===== src/rtl/muldiv_pkg.sv =====
// Shared constants for the EX-stage multiply/divide sequencer: FSM encodings,
// divide step count, data/result widths and an operand magnitude helper.
package muldiv_pkg;

   localparam logic [1:0] IDLE = 2'd0;
   localparam logic [1:0] MUL  = 2'd1;
   localparam logic [1:0] DIV  = 2'd2;
   localparam logic [1:0] FIX  = 2'd3;

   localparam int unsigned DIV_STEPS = 32;
   localparam int unsigned DATA_W    = 32;
   localparam int unsigned RESULT_W  = 64;

   function automatic logic [DATA_W-1:0] abs32(input logic [DATA_W-1:0] v, input logic sgn);
      return (sgn && v[DATA_W-1]) ? (~v + 32'd1) : v;
   endfunction

endpackage


===== src/rtl/muldiv_ctrl_if.sv =====
// EX-stage <-> multiply/divide unit signal bundle. master = EX pipeline,
// slave = muldiv_ctrl.
interface muldiv_ctrl_if;

   logic        mult_ex;
   logic        div_ex;
   logic        signed_ex;
   logic [31:0] sourceA_ex;
   logic [31:0] sourceB_ex;
   logic        mfhi_ex;
   logic        mflo_ex;
   logic        mthi_ex;
   logic        mtlo_ex;
   logic        ovf_check_ex;
   logic        flush;
   logic        busy;
   logic        stall_md;
   logic [31:0] hi_out;
   logic [31:0] lo_out;
   logic        div_by_zero;
   logic        overflow_trap_md;

   modport master (
      output mult_ex, div_ex, signed_ex, sourceA_ex, sourceB_ex,
             mfhi_ex, mflo_ex, mthi_ex, mtlo_ex, ovf_check_ex, flush,
      input  busy, stall_md, hi_out, lo_out, div_by_zero, overflow_trap_md
   );

   modport slave (
      input  mult_ex, div_ex, signed_ex, sourceA_ex, sourceB_ex,
             mfhi_ex, mflo_ex, mthi_ex, mtlo_ex, ovf_check_ex, flush,
      output busy, stall_md, hi_out, lo_out, div_by_zero, overflow_trap_md
   );

endinterface


===== src/rtl/muldiv_divider.sv =====
// Iterative restoring divide core: one quotient bit per step, operands are
// unsigned magnitudes; sign handling lives in muldiv_ctrl.
module muldiv_divider
   import muldiv_pkg::*;
(
   input  logic              clk,
   input  logic              rst_n,
   input  logic              load_i,
   input  logic              step_i,
   input  logic [DATA_W-1:0] dividend_i,
   input  logic [DATA_W-1:0] divisor_i,
   output logic [DATA_W-1:0] quotient_o,
   output logic [DATA_W-1:0] remainder_o
);

   logic [DATA_W-1:0] rem_q, rem_d, quo_q, quo_d, dvs_q, dvs_d;
   logic [DATA_W:0]   shifted;
   logic [DATA_W+1:0] trial;
   logic              unused_bits;

   // Shifted remainder can reach 33 bits; a failed trial implies it fits in 32.
   always_comb begin
      rem_d   = rem_q;
      quo_d   = quo_q;
      dvs_d   = dvs_q;
      shifted = {rem_q, quo_q[DATA_W-1]};
      trial   = {1'b0, shifted} - {2'b00, dvs_q};
      if (load_i) begin
         rem_d = '0;
         quo_d = dividend_i;
         dvs_d = divisor_i;
      end else if (step_i) begin
         if (!trial[DATA_W+1]) begin
            rem_d = trial[DATA_W-1:0];
            quo_d = {quo_q[DATA_W-2:0], 1'b1};
         end else begin
            rem_d = shifted[DATA_W-1:0];
            quo_d = {quo_q[DATA_W-2:0], 1'b0};
         end
      end
   end

   always_ff @(posedge clk or negedge rst_n) begin
      if (!rst_n) begin
         rem_q <= '0;
         quo_q <= '0;
         dvs_q <= '0;
      end else begin
         rem_q <= rem_d;
         quo_q <= quo_d;
         dvs_q <= dvs_d;
      end
   end

   assign unused_bits = trial[DATA_W] ^ shifted[DATA_W];
   assign quotient_o  = quo_q;
   assign remainder_o = rem_q;

endmodule


===== src/rtl/muldiv_ctrl.sv =====
// Multiply/divide sequencer and HI/LO owner for EX. Optional signed multiply
// overflow trap enabled by defining MULDIV_OVF_TRAP_EN.
module muldiv_ctrl
   import muldiv_pkg::*;
#(
   parameter int unsigned MUL_LAT = 2
) (
   input  logic        clk,
   input  logic        rst_n,
   muldiv_ctrl_if.slave md
);

   logic [1:0]          state_q, state_d;
   logic [4:0]          cnt_q, cnt_d;
   logic [DATA_W-1:0]   a_q, a_d, b_q, b_d, hi_q, hi_d, lo_q, lo_d;
   logic                sgn_q, sgn_d, sa_q, sa_d, sb_q, sb_d;
   logic                load, step, dbz, trap;
   logic [RESULT_W-1:0] ea, eb, prod;
   logic [DATA_W-1:0]   quo, rem, q_fix, r_fix;
`ifdef MULDIV_OVF_TRAP_EN
   logic                ovf_chk_q, ovf_chk_d;
`else
   logic                unused_ovf_check;
   assign unused_ovf_check = md.ovf_check_ex;
`endif

   muldiv_divider u_div (
      .clk         (clk),
      .rst_n       (rst_n),
      .load_i      (load),
      .step_i      (step),
      .dividend_i  (abs32(md.sourceA_ex, md.signed_ex)),
      .divisor_i   (abs32(md.sourceB_ex, md.signed_ex)),
      .quotient_o  (quo),
      .remainder_o (rem)
   );

   assign ea    = sgn_q ? {{DATA_W{a_q[DATA_W-1]}}, a_q} : {{DATA_W{1'b0}}, a_q};
   assign eb    = sgn_q ? {{DATA_W{b_q[DATA_W-1]}}, b_q} : {{DATA_W{1'b0}}, b_q};
   assign prod  = ea * eb;
   assign q_fix = (sa_q ^ sb_q) ? (~quo + 32'd1) : quo;
   assign r_fix = sa_q ? (~rem + 32'd1) : rem;

   always_comb begin
      state_d = state_q;
      cnt_d   = cnt_q;
      a_d     = a_q;
      b_d     = b_q;
      sgn_d   = sgn_q;
      sa_d    = sa_q;
      sb_d    = sb_q;
      hi_d    = hi_q;
      lo_d    = lo_q;
      load    = 1'b0;
      step    = 1'b0;
      dbz     = 1'b0;
      trap    = 1'b0;
`ifdef MULDIV_OVF_TRAP_EN
      ovf_chk_d = ovf_chk_q;
`endif
      if (md.flush) begin
         state_d = IDLE;
      end else begin
         case (state_q)
            IDLE: begin
               if (md.mult_ex || md.div_ex) begin
                  a_d   = md.sourceA_ex;
                  b_d   = md.sourceB_ex;
                  sgn_d = md.signed_ex;
                  sa_d  = md.signed_ex & md.sourceA_ex[DATA_W-1];
                  sb_d  = md.signed_ex & md.sourceB_ex[DATA_W-1];
`ifdef MULDIV_OVF_TRAP_EN
                  ovf_chk_d = md.ovf_check_ex;
`endif
               end
               if (md.mult_ex) begin
                  state_d = MUL;
                  cnt_d   = 5'(MUL_LAT - 1);
               end else if (md.div_ex) begin
                  state_d = DIV;
                  cnt_d   = 5'(DIV_STEPS - 1);
                  load    = 1'b1;
               end
               if (md.mthi_ex) hi_d = md.sourceA_ex;
               if (md.mtlo_ex) lo_d = md.sourceA_ex;
            end
            MUL: begin
               if (cnt_q == '0) begin
                  {hi_d, lo_d} = prod;
                  state_d      = IDLE;
`ifdef MULDIV_OVF_TRAP_EN
                  trap = sgn_q & ovf_chk_q & ~((&prod[63:31]) | ~(|prod[63:31]));
`endif
               end else begin
                  cnt_d = cnt_q - 5'd1;
               end
            end
            DIV: begin
               step = 1'b1;
               if (cnt_q == '0) state_d = FIX;
               else             cnt_d   = cnt_q - 5'd1;
            end
            FIX: begin
               if (b_q == '0) begin
                  hi_d = a_q;
                  lo_d = '1;
                  dbz  = 1'b1;
               end else begin
                  hi_d = r_fix;
                  lo_d = q_fix;
               end
               state_d = IDLE;
            end
            default: state_d = IDLE;
         endcase
      end
   end

   always_ff @(posedge clk or negedge rst_n) begin
      if (!rst_n) begin
         state_q <= IDLE;
         cnt_q   <= '0;
         a_q     <= '0;
         b_q     <= '0;
         sgn_q   <= 1'b0;
         sa_q    <= 1'b0;
         sb_q    <= 1'b0;
         hi_q    <= '0;
         lo_q    <= '0;
      end else begin
         state_q <= state_d;
         cnt_q   <= cnt_d;
         a_q     <= a_d;
         b_q     <= b_d;
         sgn_q   <= sgn_d;
         sa_q    <= sa_d;
         sb_q    <= sb_d;
         hi_q    <= hi_d;
         lo_q    <= lo_d;
      end
   end

`ifdef MULDIV_OVF_TRAP_EN
   always_ff @(posedge clk or negedge rst_n) begin
      if (!rst_n) ovf_chk_q <= 1'b0;
      else        ovf_chk_q <= ovf_chk_d;
   end
`endif

   assign md.busy             = (state_q != IDLE);
   assign md.stall_md         = md.busy & (md.mult_ex | md.div_ex | md.mfhi_ex |
                                           md.mflo_ex | md.mthi_ex | md.mtlo_ex);
   assign md.hi_out           = hi_q;
   assign md.lo_out           = lo_q;
   assign md.div_by_zero      = dbz;
   assign md.overflow_trap_md = trap;

endmodule


===== src/flat_wrapper.sv =====
// flat-port wrapper written by rule: the top's interface ports become plain ports
module muldiv_ctrl_flat import muldiv_pkg::*;
#(
   parameter int unsigned MUL_LAT = 2
)
  (clk, rst_n, md_mult_ex, md_div_ex, md_signed_ex, md_sourceA_ex, md_sourceB_ex, md_mfhi_ex, md_mflo_ex, md_mthi_ex, md_mtlo_ex, md_ovf_check_ex, md_flush, md_busy, md_stall_md, md_hi_out, md_lo_out, md_div_by_zero, md_overflow_trap_md);
  muldiv_ctrl_if md_i ();
  input  logic clk;
  input  logic rst_n;
  input wire logic [$bits(md_i.mult_ex)-1:0] md_mult_ex;
  input wire logic [$bits(md_i.div_ex)-1:0] md_div_ex;
  input wire logic [$bits(md_i.signed_ex)-1:0] md_signed_ex;
  input wire logic [$bits(md_i.sourceA_ex)-1:0] md_sourceA_ex;
  input wire logic [$bits(md_i.sourceB_ex)-1:0] md_sourceB_ex;
  input wire logic [$bits(md_i.mfhi_ex)-1:0] md_mfhi_ex;
  input wire logic [$bits(md_i.mflo_ex)-1:0] md_mflo_ex;
  input wire logic [$bits(md_i.mthi_ex)-1:0] md_mthi_ex;
  input wire logic [$bits(md_i.mtlo_ex)-1:0] md_mtlo_ex;
  input wire logic [$bits(md_i.ovf_check_ex)-1:0] md_ovf_check_ex;
  input wire logic [$bits(md_i.flush)-1:0] md_flush;
  output wire logic [$bits(md_i.busy)-1:0] md_busy;
  output wire logic [$bits(md_i.stall_md)-1:0] md_stall_md;
  output wire logic [$bits(md_i.hi_out)-1:0] md_hi_out;
  output wire logic [$bits(md_i.lo_out)-1:0] md_lo_out;
  output wire logic [$bits(md_i.div_by_zero)-1:0] md_div_by_zero;
  output wire logic [$bits(md_i.overflow_trap_md)-1:0] md_overflow_trap_md;
  assign md_i.mult_ex = md_mult_ex;
  assign md_i.div_ex = md_div_ex;
  assign md_i.signed_ex = md_signed_ex;
  assign md_i.sourceA_ex = md_sourceA_ex;
  assign md_i.sourceB_ex = md_sourceB_ex;
  assign md_i.mfhi_ex = md_mfhi_ex;
  assign md_i.mflo_ex = md_mflo_ex;
  assign md_i.mthi_ex = md_mthi_ex;
  assign md_i.mtlo_ex = md_mtlo_ex;
  assign md_i.ovf_check_ex = md_ovf_check_ex;
  assign md_i.flush = md_flush;
  assign md_busy = md_i.busy;
  assign md_stall_md = md_i.stall_md;
  assign md_hi_out = md_i.hi_out;
  assign md_lo_out = md_i.lo_out;
  assign md_div_by_zero = md_i.div_by_zero;
  assign md_overflow_trap_md = md_i.overflow_trap_md;
  muldiv_ctrl #(.MUL_LAT(MUL_LAT)) u_core (.clk(clk), .rst_n(rst_n), .md(md_i));
endmodule

===== config.mk =====
export PLATFORM = sky130hd
export DESIGN_NAME = muldiv_ctrl_flat
export DESIGN_NICKNAME = d
export VERILOG_FILES = /design/src/rtl/muldiv_pkg.sv /design/src/rtl/muldiv_ctrl_if.sv /design/src/rtl/muldiv_divider.sv /design/src/rtl/muldiv_ctrl.sv /design/src/flat_wrapper.sv
export SDC_FILE = /design/constraint.sdc
export NUM_CORES = 2
export LEC_CHECK = 0
export BUFFER_PORTS_ARGS = -buffer_cell sky130_fd_sc_hd__buf_4
export CAP_MARGIN = 20
export CELL_PAD_IN_SITES_DETAIL_PLACEMENT = 2
export CELL_PAD_IN_SITES_GLOBAL_PLACEMENT = 2
export CORE_ASPECT_RATIO = 0.75
export CORE_MARGIN = 2
export CORE_UTILIZATION = 45
export DETAILED_ROUTE_END_ITERATION = 8
export GPL_ROUTABILITY_DRIVEN = 0
export PLACE_DENSITY_LB_ADDON = 0.1
export SETUP_SLACK_MARGIN = 0.5
export SLEW_MARGIN = 15
export SYNTH_ARGS = -nofsm -noshare
export SYNTH_HDL_FRONTEND = slang
export SYNTH_SLANG_ARGS = --single-unit
export TNS_END_PERCENT = 20

===== constraint.sdc =====
create_clock -name clk -period 19.8 [get_ports clk]
set_input_delay 3.96 -clock clk [delete_from_list [all_inputs] [get_ports clk]]
set_output_delay 3.96 -clock clk [all_outputs]
set_load 0.01 [all_outputs]

== Word-level counts from Yosys, hierarchy flattened ==
Index checks and enable logic that the tools add are counted.
Cells by class
  reductions and logical operators: 16
  bitwise gates (word level): 14
  equality and inequality tests: 11
  $add $sub $neg: 6
  multiplexer cells: 39
  $mul: 1
Operators with widths (number)
  32-bit two-way mux: 15
  32-bit case mux with 3 select lines: 2
  32-bit by 1-bit adder with 32-bit output (second input constant): 4
  64-bit two-way mux: 2
  32-bit NOT: 4
  64-bit by 64-bit multiplier with 64-bit output: 1
  33-bit by 32-bit subtractor with 34-bit output: 1
  32-bit logical NOT: 1
  5-bit two-way mux: 3
  4-bit AND reduction: 3
  1-bit two-way mux: 10
  2-bit two-way mux: 5
  5-bit case mux with 2 select lines: 1
  2-bit case mux with 4 select lines: 1
  2-bit inequality test (second input constant): 3
  3-bit by 2-bit inequality test with 1-bit output (second input constant): 2
  3-bit AND reduction: 2
  2-bit nonzero test: 3
  5-bit logical NOT: 1
  1-bit OR: 5
  5-bit by 1-bit subtractor with 5-bit output (second input constant): 1
  2-bit == test (second input constant): 2
  4-bit inequality test (second input constant): 1
  1-bit bitwise AND: 3
  other kinds (10): 11
Word-level totals
  input bits: 75
  flip-flop bits (word level): 234

== Depth between registers and ports, before layout ==
  depth in word-level cells: 6
  gate-level depth with buffers: 36

== Cells and area by module ==
From an unflattened synthesis, not the netlist that was laid out.
Unflattened totals
  cell total of the unflattened synthesis: 6835
  area total of the unflattened synthesis: 62851.5 sq um
Modules (own cells, without submodules)
  muldiv_ctrl: cells an instance 6147, area each 56933.4 sq um, instances 1, seq. area each 3453.3 sq um
  muldiv_divider: cells an instance 688, area each 5918.2 sq um, instances 1, seq. area each 2402.3 sq um

== Least setup slack after synthesis ==
OpenSTA, ideal clock, no wires.
  path kind: register to register
  from: register u_core.sgn_q
  to: register u_core.hi_q[31], in the netlist u_core.md.hi_out[31]
  arrival: 9.512 ns
  setup slack: 10.159 ns
  stages on the path, launching flop included: 32
  cells stage by stage: dfrtp_1 > and2_1 > clkbuf_1 > clkbuf_1 > nand2_1 > inv_1 > fa_1 > inv_1 > fa_1 > inv_1 > fa_1 > inv_1 > fa_1 > inv_1 > fa_1 > fa_1 > fa_1 > fa_1 > fa_1 > inv_1 > fa_1 > inv_1 > ha_1 > clkbuf_1 > nand2_1 > or4_1 > a211o_4 > a2111oi_4 > a311oi_4 > nor4_1 > o31a_1 > nand3_1
Between the ends
  longest elaborated chain between the ends: 4
  elaborated cells between the ends (all ways): 5
  classes of those cells: 1 x mul; 4 x mux
Ends and longest elaborated chain
  start: declaration: line muldiv_ctrl.sv:16  | logic sgn_q, sgn_d, sa_q, sa_d, sb_q, sb_d;
  start signal: assignment: line muldiv_ctrl.sv:135  | sgn_q <= sgn_d;
  64-bit two-way mux (on tied branches): line muldiv_ctrl.sv:38, muldiv_ctrl.sv:39
  64-bit by 64-bit multiplier with 64-bit output (*): line muldiv_ctrl.sv:40  | assign prod = ea * eb;
  32-bit two-way mux (*): line muldiv_ctrl.sv:88  | if (cnt_q == '0) begin
  32-bit case mux with 3 select lines (*): line muldiv_ctrl.sv:64  | case (state_q)
  end signal: assignment: line muldiv_ctrl.sv:138  | hi_q <= hi_d;
  end: declaration: line muldiv_ctrl.sv:15  | logic [DATA_W-1:0] a_q, a_d, b_q, b_d, hi_q, hi_d, lo_q, lo_d;
Mark *: on every way between the ends. The rest lies on a longest branch, timed or not. The select of a mux whose other input is x is not followed.
A chain may end at the register's enable or synchronous reset.

== Worst setup path after layout ==
  from: register u_core.a_q[31]
  to: register u_core.hi_q[25], in the netlist u_core.md.hi_out[25]
Between the ends
  longest elaborated chain between the ends: 4
Ends and longest elaborated chain
  start: declaration: line muldiv_ctrl.sv:15
  start signal: assignment: line muldiv_ctrl.sv:123  | a_q <= '0;
  start signal: assignment: line muldiv_ctrl.sv:133  | a_q <= a_d;
  64-bit two-way mux: line muldiv_ctrl.sv:38  | assign ea = sgn_q ? {{DATA_W{a_q[DATA_W-1]}}, a_q} : {{DATA_W{1'b0}}, a_q};
  64-bit by 64-bit multiplier with 64-bit output: line muldiv_ctrl.sv:40
  32-bit two-way mux: line muldiv_ctrl.sv:88
  32-bit case mux with 3 select lines: line muldiv_ctrl.sv:64
No other way between the ends. The select of a mux whose other input is x is not followed.

==> impl_results.md <==
* Clock transition at path regs at 0.07 ns
* FF-to-FF path depth at 30
* Endpoints failing setup at 0
* Kind of end point of the critical path: flip-flop
* Unrepaired setup endpoints after global routing: no
* Combinational family with the most area after synthesis: adder cells
* Post-synth EDFFs at 0
* Post-synth net total at ~8.7k
* Synth Area in Compound Gates at 7.554%
* Number of nets with antenna violations after routing at 0
* Std-Cell Rows at roughly 120
* Commonest non-fill, non-tap cell in the layout: sky130_fd_sc_hd__inv_1
* CTS Buffer Depth at 3
* Number of max-cap violations at 0
* Post-synth design cell area at about 63000 um^2
* Launch instance of the worst min-delay path: u_core.u_div.dvs_q[27]
* Die height at 327.7 um
* Routed wirelength normalized by instance count at roughly 28 um
* Synthesized instance count at ~6.9k
* Fmax at 90.70 MHz
* Area of the core at approximately 140000 um^2
* Antenna violations before repair at 5
* Gr ovfl total at 0
* Count of distinct cell types in the synthesized netlist at 81
* Final worst-path cycle share at ~56%
* Data arrival time of the worst path at 11.46 ns
* Setup TNS after final layout at 0 ns
* Register cell area after layout at 5864 um^2
* Final Net Count at 8618
* Area share of xor/xnor cells in the synthesized design at under 10%
* Cell type of the slowest stage on the worst timing path: sky130_fd_sc_hd__fa_1
* Worst-skew pair later-pin latency at between 0.5 and 0.6 ns
* CTS root buffer: sky130_fd_sc_hd__clkbuf_16
* RR Startpoint: u_core.a_q[31]
* I/O pin count at 143
* Worst Path Required at 20.23 ns
* Relative area change from synthesis to final layout at 5.789%
* Initial drt markers at about 3.1k
* Setup clock skew after layout at 0.01782 ns
* Number of iterations in the first detailed-routing pass at 5
* CTS Sinks at 234
* Clock H-tree levels at 1
* Global-route total usage across every layer at roughly a third
* Number of remaining DRC errors at 0
* Setup Buffers After CTS at 0
* Register area share after synthesis at 9.316%
* Overall via count from detail_route at 48.88k
* Post-CTS Resized at 0
* Flop and latch count out of synthesis at ~230
* Path category of the worst min-delay check: flip-flop to flip-flop
* Hold path endpoint: u_core.u_div.dvs_q[27]
* Post-synthesis mux area share at 1.616%
* # fillers at 14.89k
* Clock tree from TritonCTS: built
* Hold-fix buffers at CTS at 0
* Drt total wl at 244.2 mm
* Syn. warnings at 0
* Worst-path fanout max at 24
* Number of failing hold endpoints at the final stage at 0
* Multi-input combinational cell area at 49730 um^2
* Cell seen most often among critical-path stages: sky130_fd_sc_hd__fa_1
* Layout cells sized above 1 at about 5.8%
* Die Span X at 435.6 um
* Buffers & Inverters on Critical Path at 9
* Starting Density at 45.43%
* Final slew viol count at 0
* R2R setup slack at 8.78 ns
* CP startpoint kind: flip-flop
* Worst slew pin tran at roughly 1.1 ns
* Clock buffers created by TritonCTS at 26
* Fraction of registers with async set/reset at 100.0%
* Syn_area_per_cell at ~9.2 um^2
* Largest net degree at the start of global routing at 115
* Result of the run: finished clean
* Most used cells in the layout excluding fill and tap cells: 1586 x sky130_fd_sc_hd__inv_1, 1420 x sky130_fd_sc_hd__fa_1, 774 x sky130_fd_sc_hd__nand2_1
* Worst-case headroom to the max-slew limit at about a quarter
* Final period demand of the worst path at 11.02 ns
* Global-route wire length before repair at 374.2 mm
* Critical Path Max Stage Delay at 0.72 ns
* Number of port buffers at 140
* Synth Area in Simple Gates at 14.06%
* Capturing point of the worst reg2reg path: u_core.md.hi_out[25]
* Depth of the worst hold-timing path at 2
* Area of the die at roughly 140000 um^2
* Dominant delay contributor by cell family on the critical path: adder cells
* Most common flop cell mapped by yosys: sky130_fd_sc_hd__dfrtp_1
* Number of global-route vias before repair at 58.56k
* Startpoint-to-endpoint class of the critical path: flip-flop to flip-flop
* HPWL Detailed at 198.8 mm
* Per-cell via count in the routed design at 5.648
* Share of synthesized cell area in full adder, half adder and majority cells at 52.25%
worst register-to-register path, delay by kind of cell, from the launching register on:
| family | cells | cell delay [ns] |
|---|---|---|
| flip-flops | 1 | 0.60 |
| AND/OR/NAND/NOR | 5 | 1.43 |
| buffers and inverters | 9 | 1.27 |
| adder cells (fa/ha/maj) | 11 | 5.91 |
| AO/OA/AOI/OAI | 5 | 1.68 |
state kept, by name (all words and copies together) (netlist names), 5 cells and up:
| name | flops |
|---|---|
| u_core.u_div.remainder_o | 32 |
| u_core.md.hi_out | 32 |
| u_core.u_div.quotient_o | 32 |
| u_core.md.lo_out | 32 |
| u_core.u_div.dvs_q | 32 |
| u_core.cnt_q | 5 |
| u_core.a_q | 32 |
| u_core.b_q | 32 |
per-stage QoR:
step | utilization [%] | instances | setup WS, ns | area (um^2) | hold WS (ns)
floorplan | - | 6867 | 10.16 | 62850 | 0.4498
global placement | 47.45 | 8601 | 9.253 | 65640 | 0.4647
detailed placement | 47.45 | 8602 | 8.925 | 65650 | 0.4750
CTS | 48.04 | 8649 | 8.863 | 66450 | 0.4902
global route | 48.06 | 8651 | 8.421 | 66490 | 0.5265
finish | 48.06 | 8654 | 8.775 | 66490 | 0.4859
worst max path at each step:
stage / from / endpoint / slack, ns / cells past startpoint
after CTS: u_core.a_q[31] / u_core.md.hi_out[25] / 8.86 / 30
after floorplan: u_core.sgn_q / u_core.md.hi_out[31] / 10.16 / 31
final: u_core.a_q[31] / u_core.md.hi_out[25] / 8.78 / 30
after global routing: u_core.a_q[31] / u_core.md.hi_out[29] / 8.42 / 31
after global placement: u_core.a_q[31] / u_core.md.hi_out[25] / 9.25 / 30
after detailed placement: u_core.a_q[31] / u_core.md.hi_out[25] / 8.92 / 30
routing by layer:
layer | vias up | wire, um | GRT usage [%]
li1 | 20378 | - | -
met1 | 26696 | 100600 | 45.12
met2 | 1318 | 122900 | 61.05
met3 | 482 | 10150 | 3.562
met4 | 4 | 10420 | 12.98
met5 | - | 27 | 0
cell usage after synthesis (4+ instances only):
cell,instances,area [um^2]
sky130_fd_sc_hd__nor3_1,46,230.2
sky130_fd_sc_hd__or4_1,17,127.6
sky130_fd_sc_hd__nor4_1,21,131.4
sky130_fd_sc_hd__fa_1,1420,28430
sky130_fd_sc_hd__o31a_1,4,35.03
sky130_fd_sc_hd__nor2b_1,19,118.9
sky130_fd_sc_hd__nand4_1,11,68.82
sky130_fd_sc_hd__xnor2_1,166,1454
sky130_fd_sc_hd__o31ai_1,35,262.8
sky130_fd_sc_hd__or3_1,21,131.4
sky130_fd_sc_hd__nand2b_1,16,100.1
sky130_fd_sc_hd__o21a_1,18,135.1
sky130_fd_sc_hd__o21bai_1,16,120.1
sky130_fd_sc_hd__a21o_1,46,345.3
sky130_fd_sc_hd__a211oi_1,32,240.2
sky130_fd_sc_hd__a221oi_1,36,315.3
sky130_fd_sc_hd__nand2_1,775,2909
sky130_fd_sc_hd__and3_1,30,187.7
sky130_fd_sc_hd__mux2_2,68,765.7
sky130_fd_sc_hd__a41oi_1,4,35.03
sky130_fd_sc_hd__a21oi_1,204,1021
sky130_fd_sc_hd__a31oi_1,51,319.1
sky130_fd_sc_hd__buf_1,10,37.54
sky130_fd_sc_hd__a31o_2,6,52.55
sky130_fd_sc_hd__nand3_1,37,185.2
sky130_fd_sc_hd__a22oi_1,13,97.59
sky130_fd_sc_hd__clkbuf_1,341,1280
sky130_fd_sc_hd__and2_1,574,3591
sky130_fd_sc_hd__nor2_1,216,810.8
sky130_fd_sc_hd__o22ai_1,15,93.84
sky130_fd_sc_hd__buf_2,7,35.03
sky130_fd_sc_hd__or2_2,7,43.79
sky130_fd_sc_hd__o21ai_1,9,45.04
sky130_fd_sc_hd__mux2i_1,25,250.2
sky130_fd_sc_hd__dfrtp_1,234,5856
sky130_fd_sc_hd__ha_1,352,4404
sky130_fd_sc_hd__o41ai_1,14,122.6
sky130_fd_sc_hd__o211ai_1,11,82.58
sky130_fd_sc_hd__xor2_1,88,770.7
sky130_fd_sc_hd__inv_1,1586,5953
sky130_fd_sc_hd__o21ai_0,202,1011
cells by family after synthesis:
kind of cell,Yosys count
DFF,234
xor gates and xnor gates,254
and+or+nand+nor,1812
AOI/OAI and AO/OA,753
other,1
adders and majority gates,1773
buffers and inverters,1947
muxes,93
cell type report:
cell class,instances,share of cell area (%)
multi-input cells,4686,74.79
inverters,1587,8.959
flip-flops and latches,234,8.820
well taps,1860,3.500
repair buffers,236,2.702
clock buffers,36,1.112
clock inverters,11,0.09973
diodes,4,0.01505
Power is left out: the tool's default activity adds up to more than one toggle a clock period on the data nets, which glitch-free logic cannot reach.
